## src/rtl/axis_pkt_rate_meter_pkg.sv

```systemverilog
// Shared types for the AXI-Stream packet rate meter.
// These are the window-timer state encoding and the per-window result record.
package axis_pkt_rate_meter_pkg;

    localparam int RM_WIN_W = 16;
    localparam int RM_MTU   = 10;
    localparam int RM_CNT_W = RM_WIN_W + 1;
    localparam int RM_LEN_W = RM_MTU + 1;

    typedef enum logic {
        ST_IDLE = 1'b0,
        ST_RUN  = 1'b1
    } win_state_e;

    typedef struct packed {
        logic [RM_CNT_W-1:0] beats;
        logic [RM_CNT_W-1:0] pkts;
        logic [RM_CNT_W-1:0] stall;
        logic [RM_CNT_W-1:0] idle;
        logic [RM_LEN_W-1:0] max_len;
    } meas_t;

endpackage

```

## src/rtl/rate_meter_window_timer.sv

```systemverilog
// Back-to-back measurement window timer.
// It flags the load cycle, every active cycle and the last cycle of each window.
module rate_meter_window_timer
    import axis_pkt_rate_meter_pkg::*;
#(
    parameter int WIN_W = RM_WIN_W
) (
    input  logic             clk,
    input  logic             rst,
    input  logic             enable,
    input  logic [WIN_W-1:0] window_len,
    output logic             win_active,
    output logic             win_first,
    output logic             win_last
);

    localparam logic [WIN_W-1:0] ONE = {{(WIN_W-1){1'b0}}, 1'b1};

    win_state_e       state_reg, state_next;
    logic [WIN_W-1:0] remaining_reg, remaining_next, remaining_cur;

    // Leaving RUN through IDLE on the last cycle lets the next enabled cycle
    // reload window_len exactly as a fresh start would, so windows abut with no gap.
    always_comb begin
        state_next     = state_reg;
        remaining_next = remaining_reg;
        remaining_cur  = remaining_reg;
        win_active     = 1'b0;
        win_first      = 1'b0;
        win_last       = 1'b0;
        case (state_reg)
            ST_IDLE: begin
                if (enable) begin
                    win_active    = 1'b1;
                    win_first     = 1'b1;
                    remaining_cur = window_len;
                end
            end
            ST_RUN: begin
                win_active = enable;
            end
            default: begin
                win_active = 1'b0;
            end
        endcase
        if (win_active) begin
            win_last       = (remaining_cur == '0);
            remaining_next = remaining_cur - ONE;
            state_next     = win_last ? ST_IDLE : ST_RUN;
        end else begin
            state_next = ST_IDLE;
        end
    end

    always_ff @(posedge clk) begin
        if (rst) begin
            state_reg     <= ST_IDLE;
            remaining_reg <= '0;
        end else begin
            state_reg     <= state_next;
            remaining_reg <= remaining_next;
        end
    end

endmodule

```

## src/rtl/axis_pkt_rate_meter.sv

```systemverilog
// Pass-through AXI-Stream monitor measuring beats, packets, stalls, idles and the
// longest packet over fixed back-to-back windows. The datapath is pure wiring.
module axis_pkt_rate_meter
    import axis_pkt_rate_meter_pkg::*;
#(
    parameter int DATA_W = 64,
    parameter int WIN_W  = RM_WIN_W,
    parameter int MTU    = RM_MTU
) (
    input  logic              clk,
    input  logic              rst,
    input  logic              enable,
    input  logic [WIN_W-1:0]  window_len,
    input  logic [DATA_W-1:0] i_tdata,
    input  logic              i_tlast,
    input  logic              i_tvalid,
    output logic              i_tready,
    output logic [DATA_W-1:0] o_tdata,
    output logic              o_tlast,
    output logic              o_tvalid,
    input  logic              o_tready,
    output logic              meas_valid,
    output logic [WIN_W:0]    meas_beats,
    output logic [WIN_W:0]    meas_pkts,
    output logic [WIN_W:0]    meas_stall,
    output logic [WIN_W:0]    meas_idle,
    output logic [MTU:0]      meas_max_len
);

    localparam int CNT_W = WIN_W + 1;
    localparam int LEN_W = MTU + 1;
    localparam int N_EVT = 4;
    localparam logic [LEN_W-1:0] LEN_ONE = {{MTU{1'b0}}, 1'b1};
    localparam logic [LEN_W-1:0] LEN_MAX = {1'b1, {MTU{1'b0}}};

    assign o_tdata  = i_tdata;
    assign o_tlast  = i_tlast;
    assign o_tvalid = i_tvalid;
    assign i_tready = o_tready;

    logic win_active, win_first, win_last;

    rate_meter_window_timer #(
        .WIN_W(WIN_W)
    ) u_timer (
        .clk        (clk),
        .rst        (rst),
        .enable     (enable),
        .window_len (window_len),
        .win_active (win_active),
        .win_first  (win_first),
        .win_last   (win_last)
    );

    logic beat, pkt_end;
    logic [N_EVT-1:0] evt;

    assign beat    = i_tvalid & o_tready;
    assign pkt_end = beat & i_tlast;
    assign evt[0]  = beat;
    assign evt[1]  = pkt_end;
    assign evt[2]  = i_tvalid & ~o_tready;
    assign evt[3]  = ~i_tvalid;

    // acc_sum is each accumulator including the current cycle's event; on the
    // load cycle the previous window's total is dropped rather than added to.
    logic [N_EVT-1:0][CNT_W-1:0] acc_sum;

    generate
        for (genvar gi = 0; gi < N_EVT; gi++) begin : g_acc
            logic [CNT_W-1:0] acc_reg;
            logic [CNT_W-1:0] acc_next;

            always_comb begin
                acc_next = (win_first ? '0 : acc_reg) + {{(CNT_W-1){1'b0}}, evt[gi]};
            end

            always_ff @(posedge clk) begin
                if (rst) begin
                    acc_reg <= '0;
                end else if (win_active) begin
                    acc_reg <= acc_next;
                end
            end

            assign acc_sum[gi] = acc_next;
        end
    endgenerate

    // Packet length runs independently of the window so straddling packets are whole.
    logic [LEN_W-1:0] len_reg, pkt_len;
    logic             sop_reg;

    always_comb begin
        if (sop_reg) begin
            pkt_len = LEN_ONE;
        end else if (len_reg == LEN_MAX) begin
            pkt_len = LEN_MAX;
        end else begin
            pkt_len = len_reg + LEN_ONE;
        end
    end

    always_ff @(posedge clk) begin
        if (rst) begin
            len_reg <= '0;
            sop_reg <= 1'b1;
        end else if (beat) begin
            if (i_tlast) begin
                len_reg <= '0;
                sop_reg <= 1'b1;
            end else begin
                len_reg <= pkt_len;
                sop_reg <= 1'b0;
            end
        end
    end

    logic [LEN_W-1:0] max_reg, max_base, max_next;

    always_comb begin
        max_base = win_first ? '0 : max_reg;
        max_next = max_base;
        if (pkt_end && (pkt_len > max_base)) begin
            max_next = pkt_len;
        end
    end

    always_ff @(posedge clk) begin
        if (rst) begin
            max_reg <= '0;
        end else if (win_active) begin
            max_reg <= max_next;
        end
    end

    meas_t meas_reg;
    logic  meas_valid_reg;

    always_ff @(posedge clk) begin
        if (rst) begin
            meas_reg       <= '0;
            meas_valid_reg <= 1'b0;
        end else begin
            meas_valid_reg <= win_last;
            if (win_last) begin
                meas_reg.beats   <= acc_sum[0];
                meas_reg.pkts    <= acc_sum[1];
                meas_reg.stall   <= acc_sum[2];
                meas_reg.idle    <= acc_sum[3];
                meas_reg.max_len <= max_next;
            end
        end
    end

    assign meas_valid   = meas_valid_reg;
    assign meas_beats   = meas_reg.beats;
    assign meas_pkts    = meas_reg.pkts;
    assign meas_stall   = meas_reg.stall;
    assign meas_idle    = meas_reg.idle;
    assign meas_max_len = meas_reg.max_len;

endmodule
```

## config.mk

```make
export PLATFORM = sky130hd
export DESIGN_NAME = axis_pkt_rate_meter
export DESIGN_NICKNAME = d
export VERILOG_FILES = /design/src/rtl/axis_pkt_rate_meter_pkg.sv /design/src/rtl/rate_meter_window_timer.sv /design/src/rtl/axis_pkt_rate_meter.sv
export SDC_FILE = /design/constraint.sdc
export NUM_CORES = 1
export LEC_CHECK = 0
export CAP_MARGIN = 40
export CORE_ASPECT_RATIO = 1.1
export CORE_MARGIN = 8
export CORE_UTILIZATION = 51
export DETAILED_ROUTE_END_ITERATION = 6
export PLACE_DENSITY = 0.81
export SETUP_SLACK_MARGIN = 0.5
export SLEW_MARGIN = 40
export SYNTH_ARGS = -nofsm -noshare
export SYNTH_HDL_FRONTEND = slang
export SYNTH_HIERARCHICAL = 1
export SYNTH_SLANG_ARGS = --single-unit
```

## constraint.sdc

```tcl
create_clock -name clk -period 5.8 [get_ports clk]
set_clock_uncertainty 0.2 [all_clocks]
set_input_delay 1.16 -clock clk [delete_from_list [all_inputs] [get_ports clk]]
set_output_delay 1.16 -clock clk [all_outputs]
set_load 0.03 [all_outputs]
```

==> qor.txt, run 1 <==
Slew Viols, Final = 0
Hold Path End = max_reg[5]
Clock power share = 42.5%
# Post-CTS Setup Buffers = 0
Antenna Cells = 0
CTS Buf Count = 17
CP peak stage delay = 520 ps
Reg-to-reg endpoint = max_reg[2]
CTS root buf = clkbuf_16
Via density = 5.827
CTS max path bufs = 2
GPL Wtd Cong = 0.9064
DP Area = 11,020 um^2
Net Switching = 0.7436 mW
Most common cell in the synthesized netlist = nor2_1
Total Wirelength = 25,160 um
First-pass GRT wire length = 41,420 um
Synthesized area per cell = 7.931 um^2
# IOs = 233
Final nets = 1,397
Minimum clock period = 4186 ps
Worst-path cell chain = buf_2 -> nand2b_1 -> inv_4 -> mux2_4 -> inv_1 -> ha_1 -> o211ai_1 -> nor3_1 -> buf_4 -> o2111ai_1 -> nor2_4 -> clkinv_1 -> nor2_1 -> a22oi_1 -> nor2_1
Peak VDD IR = 205.4 uV
Yosys top cell by area = dfxtp_1
Largest register FFs = 68
Final hold vios = 0
Number of hold buffers added after cts = 0
Synth Area in Compound Gates = 16.52%
Initial antenna violation count = 0
Largest net degree at the start of global routing = 162
Share of cells above drive strength 1 = 5.065%
Die height = 165.8 um
Ys async rst share = 0%
Top FF cell, synth = dfxtp_1
Area growth, synth to finish = 11.74%
CTS clk-pin slew, worst paths = 80 ps
DR pass1 iterations = 5
Reg2Reg Depth = 13
Max-Cap Viols = 0
Ys Warns = 6
Vias in the first global route = 8,234
Final setup fails = 0
Worst EP required = 5970 ps
Total gr overflow = 0
Comb power frac = 8.8%
Switching Share = 27.45%
Synth area leaders = dfxtp_1 36%, nor2_1 8.6%, buf_4 5.0%
Final worst slack = 1614 ps
Fill cells = 1,739
Die Area = 25,220 um^2
# port buffers = 104
Critical Path Source Type = input port
Largest family of logic cells by synthesized area = simple AND/OR/NAND/NOR gates
Initial Util = 52.17%
Number of synthesized flops with an enable pin = 0
Total internal power = 1.966 mW
H-tree depth = 4
Sequential fraction of design power = 48.7%
Core ar. = 19,930 um^2
Post-synthesis mux area share = 3.803%
Initial DRC Count = 801
Sequential Area = 3764 um^2
Simple-Gate Fraction of Synth Area = 25.91%
Via Count = 9,061
#FFs+latches synth = 188
WHS Path Cells = 2
Wire length per cell = 16.18 um
CP max FO = 19
Leakage = 3.912 nW
Worst hold path class = reg2reg
Tot GR Track Use = 19.28%
Multi-input gate area = 5715 um^2
Share of the synthesized area in the top cell type = 36.20%
Post-synthesis cell area = 10,400 um^2
Kind of critical path = in2reg
Rel. slew slack = 44.57%
Xor and xnor area share after synthesis = 5.897%
Most used cell, CP = nor2_1
Synth Instances = 1,311
Register area share after synthesis = 36.20%
Remaining antenna violation count = 0
Synth Area in Adders = 2.527%
Synth cell count leaders = 238 x nor2_1, 188 x dfxtp_1, 73 x clkbuf_1, 69 x buf_4, 60 x a21oi_1
PostCTS Resize Cnt = 0
RSZ-0062 raised after global routing = false
Syn nets = 1,418
CTS tree = yes
Placement Setup Slack = 1112 ps
FMAX = 238.9 MHz
Least-Margin Pin Slew = 831.4 ps
Hpwl dp = 16,870 um
Hold Startpoint = max_reg[5]
Critical path endpoint category = register
Outcome = finished clean
Slowest-stage cell, CP = nor2_1
Pwr/cell area = 233.2 nW/um^2
Design Area, Final = 11,620 um^2
FF-to-FF Start = len_reg[1]
Period utilization = 72.18%
Setup tns final = 0 ps
Clk_lat worst skew = 440 ps
Cell Rows = 54
Worst Path Arrival = 4360 ps
Chip Width = 152.1 um
# DRC = 0
Library cells used by synthesis = 69
Flop-to-flop setup slack = 1980 ps
Clock tree sinks = 188
[cell families after synthesis]
| logic type | Yosys count |
|---|---|
| xor+xnor | 70 |
| simple gates | 553 |
| flops | 188 |
| compound gates | 259 |
| fa+ha+maj | 21 |
| buf+inv | 181 |
| mux | 39 |
[per-layer routing]
layer / GRT usage [%] / share of wire, % / vias up
met5: 0 / 0 / -
met4: 6.525 / 1.4 / 0
met3: 3.956 / 7.2 / 37
met2: 28.78 / 43 / 352
met1: 27.04 / 48 / 4191
li1: - / - / 4481
[critical path, delay by kind of cell]
| kind | cells | cell delay, ps |
|---|---|---|
| AND/OR/NAND/NOR | 5 | 1150 |
| adder cells (fa/ha/maj) | 1 | 230 |
| multiplexers | 1 | 350 |
| AO/OA/AOI/OAI | 3 | 510 |
| buffers and inverters | 5 | 930 |
[power groups by stage]
stage	Clock (mW)	Sequential, mW	Combinational [mW]
after floorplan	0	1.35	0.254
after global placement	0	1.35	0.230
after detailed placement	0	1.35	0.234
after CTS	1.17	1.32	0.236
after global routing	1.22	1.32	0.261
final	1.15	1.32	0.238
[stage by stage]
| stage | hold slack (ps) | cells | utilization, % | power [mW] |
|---|---|---|---|---|
| floorplan | 243.4 | 1311 | - | 1.603 |
| global placement | 253.8 | 1523 | 55.24 | 1.578 |
| detailed placement | 255.4 | 1523 | 55.27 | 1.583 |
| CTS | 265.6 | 1555 | 58.18 | 2.721 |
| global route | 286.2 | 1555 | 58.29 | 2.805 |
| finish | 266.7 | 1555 | 58.29 | 2.709 |
[how the worst max path moves through the flow]
stage | start | end | slack, ps | depth (start not counted)
2_1_floorplan | enable | g_acc[0].acc_reg[16] | 830 | 20
3_3_place_gp | enable | meas_pkts[16] | 1230 | 14
3_5_place_dp | enable | meas_pkts[16] | 1110 | 14
4_1_cts | enable | meas_pkts[16] | 1570 | 14
5_1_grt | enable | meas_max_len[1] | 1360 | 13
6_report | enable | meas_beats[6] | 1610 | 15
[cells in the final DEF, fill, tap and decap left out, drive strengths merged, types with 12 or more instances in the layout]
cell type,count
a211oi,40
nor2b,42
and2,13
buf,12
clkdlybuf4s50,102
o21ai,56
nand2,56
xnor2,37
nand4,12
and3,14
inv,35
mux2i,38
dfxtp,188
ha,21
a22oi,39
nor4,16
nand2b,28
xor2,33
nor3,54
clkbuf,17
nand3,38
a21oi,61
nor2,238
[cell type report]
class,count,area share (%)
clock buffer,17,3.661
clock inverter,15,1.325
inverter,27,0.8938
multi-input combinational,942,49.19
sequential,188,32.39
tap,252,2.714
timing repair buffer,114,9.821
Power figures use the tool's default switching activity.
==> inputs of run 2 (changes only) <==
==> constraint.sdc (replaced) <==
create_clock -name clk -period 4.35 [get_ports clk]
set_clock_uncertainty 0.2 [all_clocks]
set_input_delay 0.87 -clock clk [delete_from_list [all_inputs] [get_ports clk]]
set_output_delay 0.87 -clock clk [all_outputs]
set_load 0.03 [all_outputs]
==> run 2 against run 1 <==
  * Combinational power is 42% higher
  * Hold slack better by 5.7 ps
  * First-iteration DRC count is 3.5% higher
  * Largest power group unchanged
  * Highest routed layer unchanged
==> qor.txt, run 2 (synthesis results as in run 1) <==
Clk_lat worst skew = 440 ps
Pwr Total = 3.632 mW
Most frequent cells in the layout = 235 x nor2_1, 188 x dfxtp_1, 102 x clkdlybuf4s50_1, 58 x a21oi_1, 56 x nand2_1
Setup tns final = 0 ps
Largest net degree at the start of global routing = 99
Minimum clock period = 3606 ps
Die Area = 25,220 um^2
Final setup fails = 0
Critical Path Source Type = register
Least-Margin Pin Slew = 828.9 ps
Final nets = 1,410
Pwr/cell area = 306.4 nW/um^2
Worst Path Arrival = 3710 ps
Slew Viols, Final = 0
Area growth, synth to finish = 14.02%
Worst hold path class = reg2reg
Antenna Cells = 0
Initial Util = 52.17%
Worst EP required = 4450 ps
Non-Filler Instances = 1,568
Vias in the first global route = 8,558
CTS Buf Count = 17
Design Area, Final = 11,860 um^2
Cell Rows = 54
DP Area = 11,220 um^2
Tot GR Track Use = 20.00%
Initial antenna violation count = 0
First-pass GRT wire length = 42,790 um
Remaining antenna violation count = 0
Wire length per cell = 16.41 um
Critical path endpoint category = register
Via Count = 9,126
Die height = 165.8 um
Commonest non-fill, non-tap cell in the layout = nor2_1
H-tree depth = 4
# IOs = 233
Outcome = finished clean
Number of hold buffers added after cts = 0
Clock tree sinks = 188
Placed cells = 1,535
Share of cells above drive strength 1 = 7.219%
Hpwl dp = 17,340 um
RSZ-0062 raised after global routing = false
Total Wirelength = 25,730 um
DR pass1 iterations = 5
Peak VDD IR = 276.8 uV
Core ar. = 19,930 um^2
FMAX = 277.3 MHz
Flop-to-flop setup slack = 740 ps
CTS root buf = clkbuf_16
Chip Width = 152.1 um
# DRC = 0
Via density = 5.820
GPL Wtd Cong = 0.8529
CTS max path bufs = 2
Kind of critical path = reg2reg
Finished Core Util = 59.48%
CTS clk-pin slew, worst paths = 70 ps
Total gr overflow = 0
CTS tree = yes
CP max FO = 8
Final hold vios = 0
Initial DRC Count = 829
Largest register FFs = 68
Leakage = 4.026 nW
Max-Cap Viols = 0
# port buffers = 104
Rel. slew slack = 44.74%
Period utilization = 82.89%
run 2: layout make-up:
class | count | area [um^2]
clock buffers | 17 | 425.4
clock inverters | 15 | 151.4
fillers | 1731 | 8077
inverters | 27 | 106.4
multi-input cells | 942 | 5842
flip-flops and latches | 188 | 3764
well taps | 252 | 315.3
repair buffers | 127 | 1251
run 2: worst max-delay path: stages (launching register included):
cell      delay, ps
dfxtp_1         430
ha_1            230
nand3_1         230
nor3_2          260
and3_1          200
xnor2_1         120
nor2_1           90
ha_1            330
nand4_1          90
or3_1           340
o31a_2          350
o31ai_4          80
buf_12          160
mux2i_1         250
a211oi_1        110
run 2: worst paths after layout:
path	cells after the start	from	endpoint
min	2	max_reg[5]	max_reg[5]
max reg2reg	14	len_reg[1]	meas_max_len[0]
min reg2reg	2	max_reg[5]	max_reg[5]
max	14	len_reg[1]	meas_max_len[0]
run 2: power by group:
group	internal, mW	switching [mW]
sequential	1.74	0.0180
combinational	0.123	0.215
clock	0.766	0.771
total	2.63	1.00
run 2: per-layer routing:
metal | wire length [um] | up-vias | GRT usage, %
li1 | - | 4502 | -
met1 | 12560 | 4286 | 27.80
met2 | 11090 | 306 | 30.31
met3 | 1741 | 32 | 3.878
met4 | 343 | 0 | 6.829
met5 | 0 | - | 0
run 2: timing repair:
item	CTS	global route
resized for setup	0	7
endpoints found under the setup margin	0	22
setup buffers	0	1
run 2: per-stage QoR:
stage | hold WS (ps) | setup slack (ps)
3_5_place_dp | 261.9 | 448.2
4_1_cts | 271.7 | 575.8
2_1_floorplan | 243.4 | 397.7
6_report | 272.4 | 744.2
5_1_grt | 303.2 | 511.2
3_3_place_gp | 251.3 | 531.4
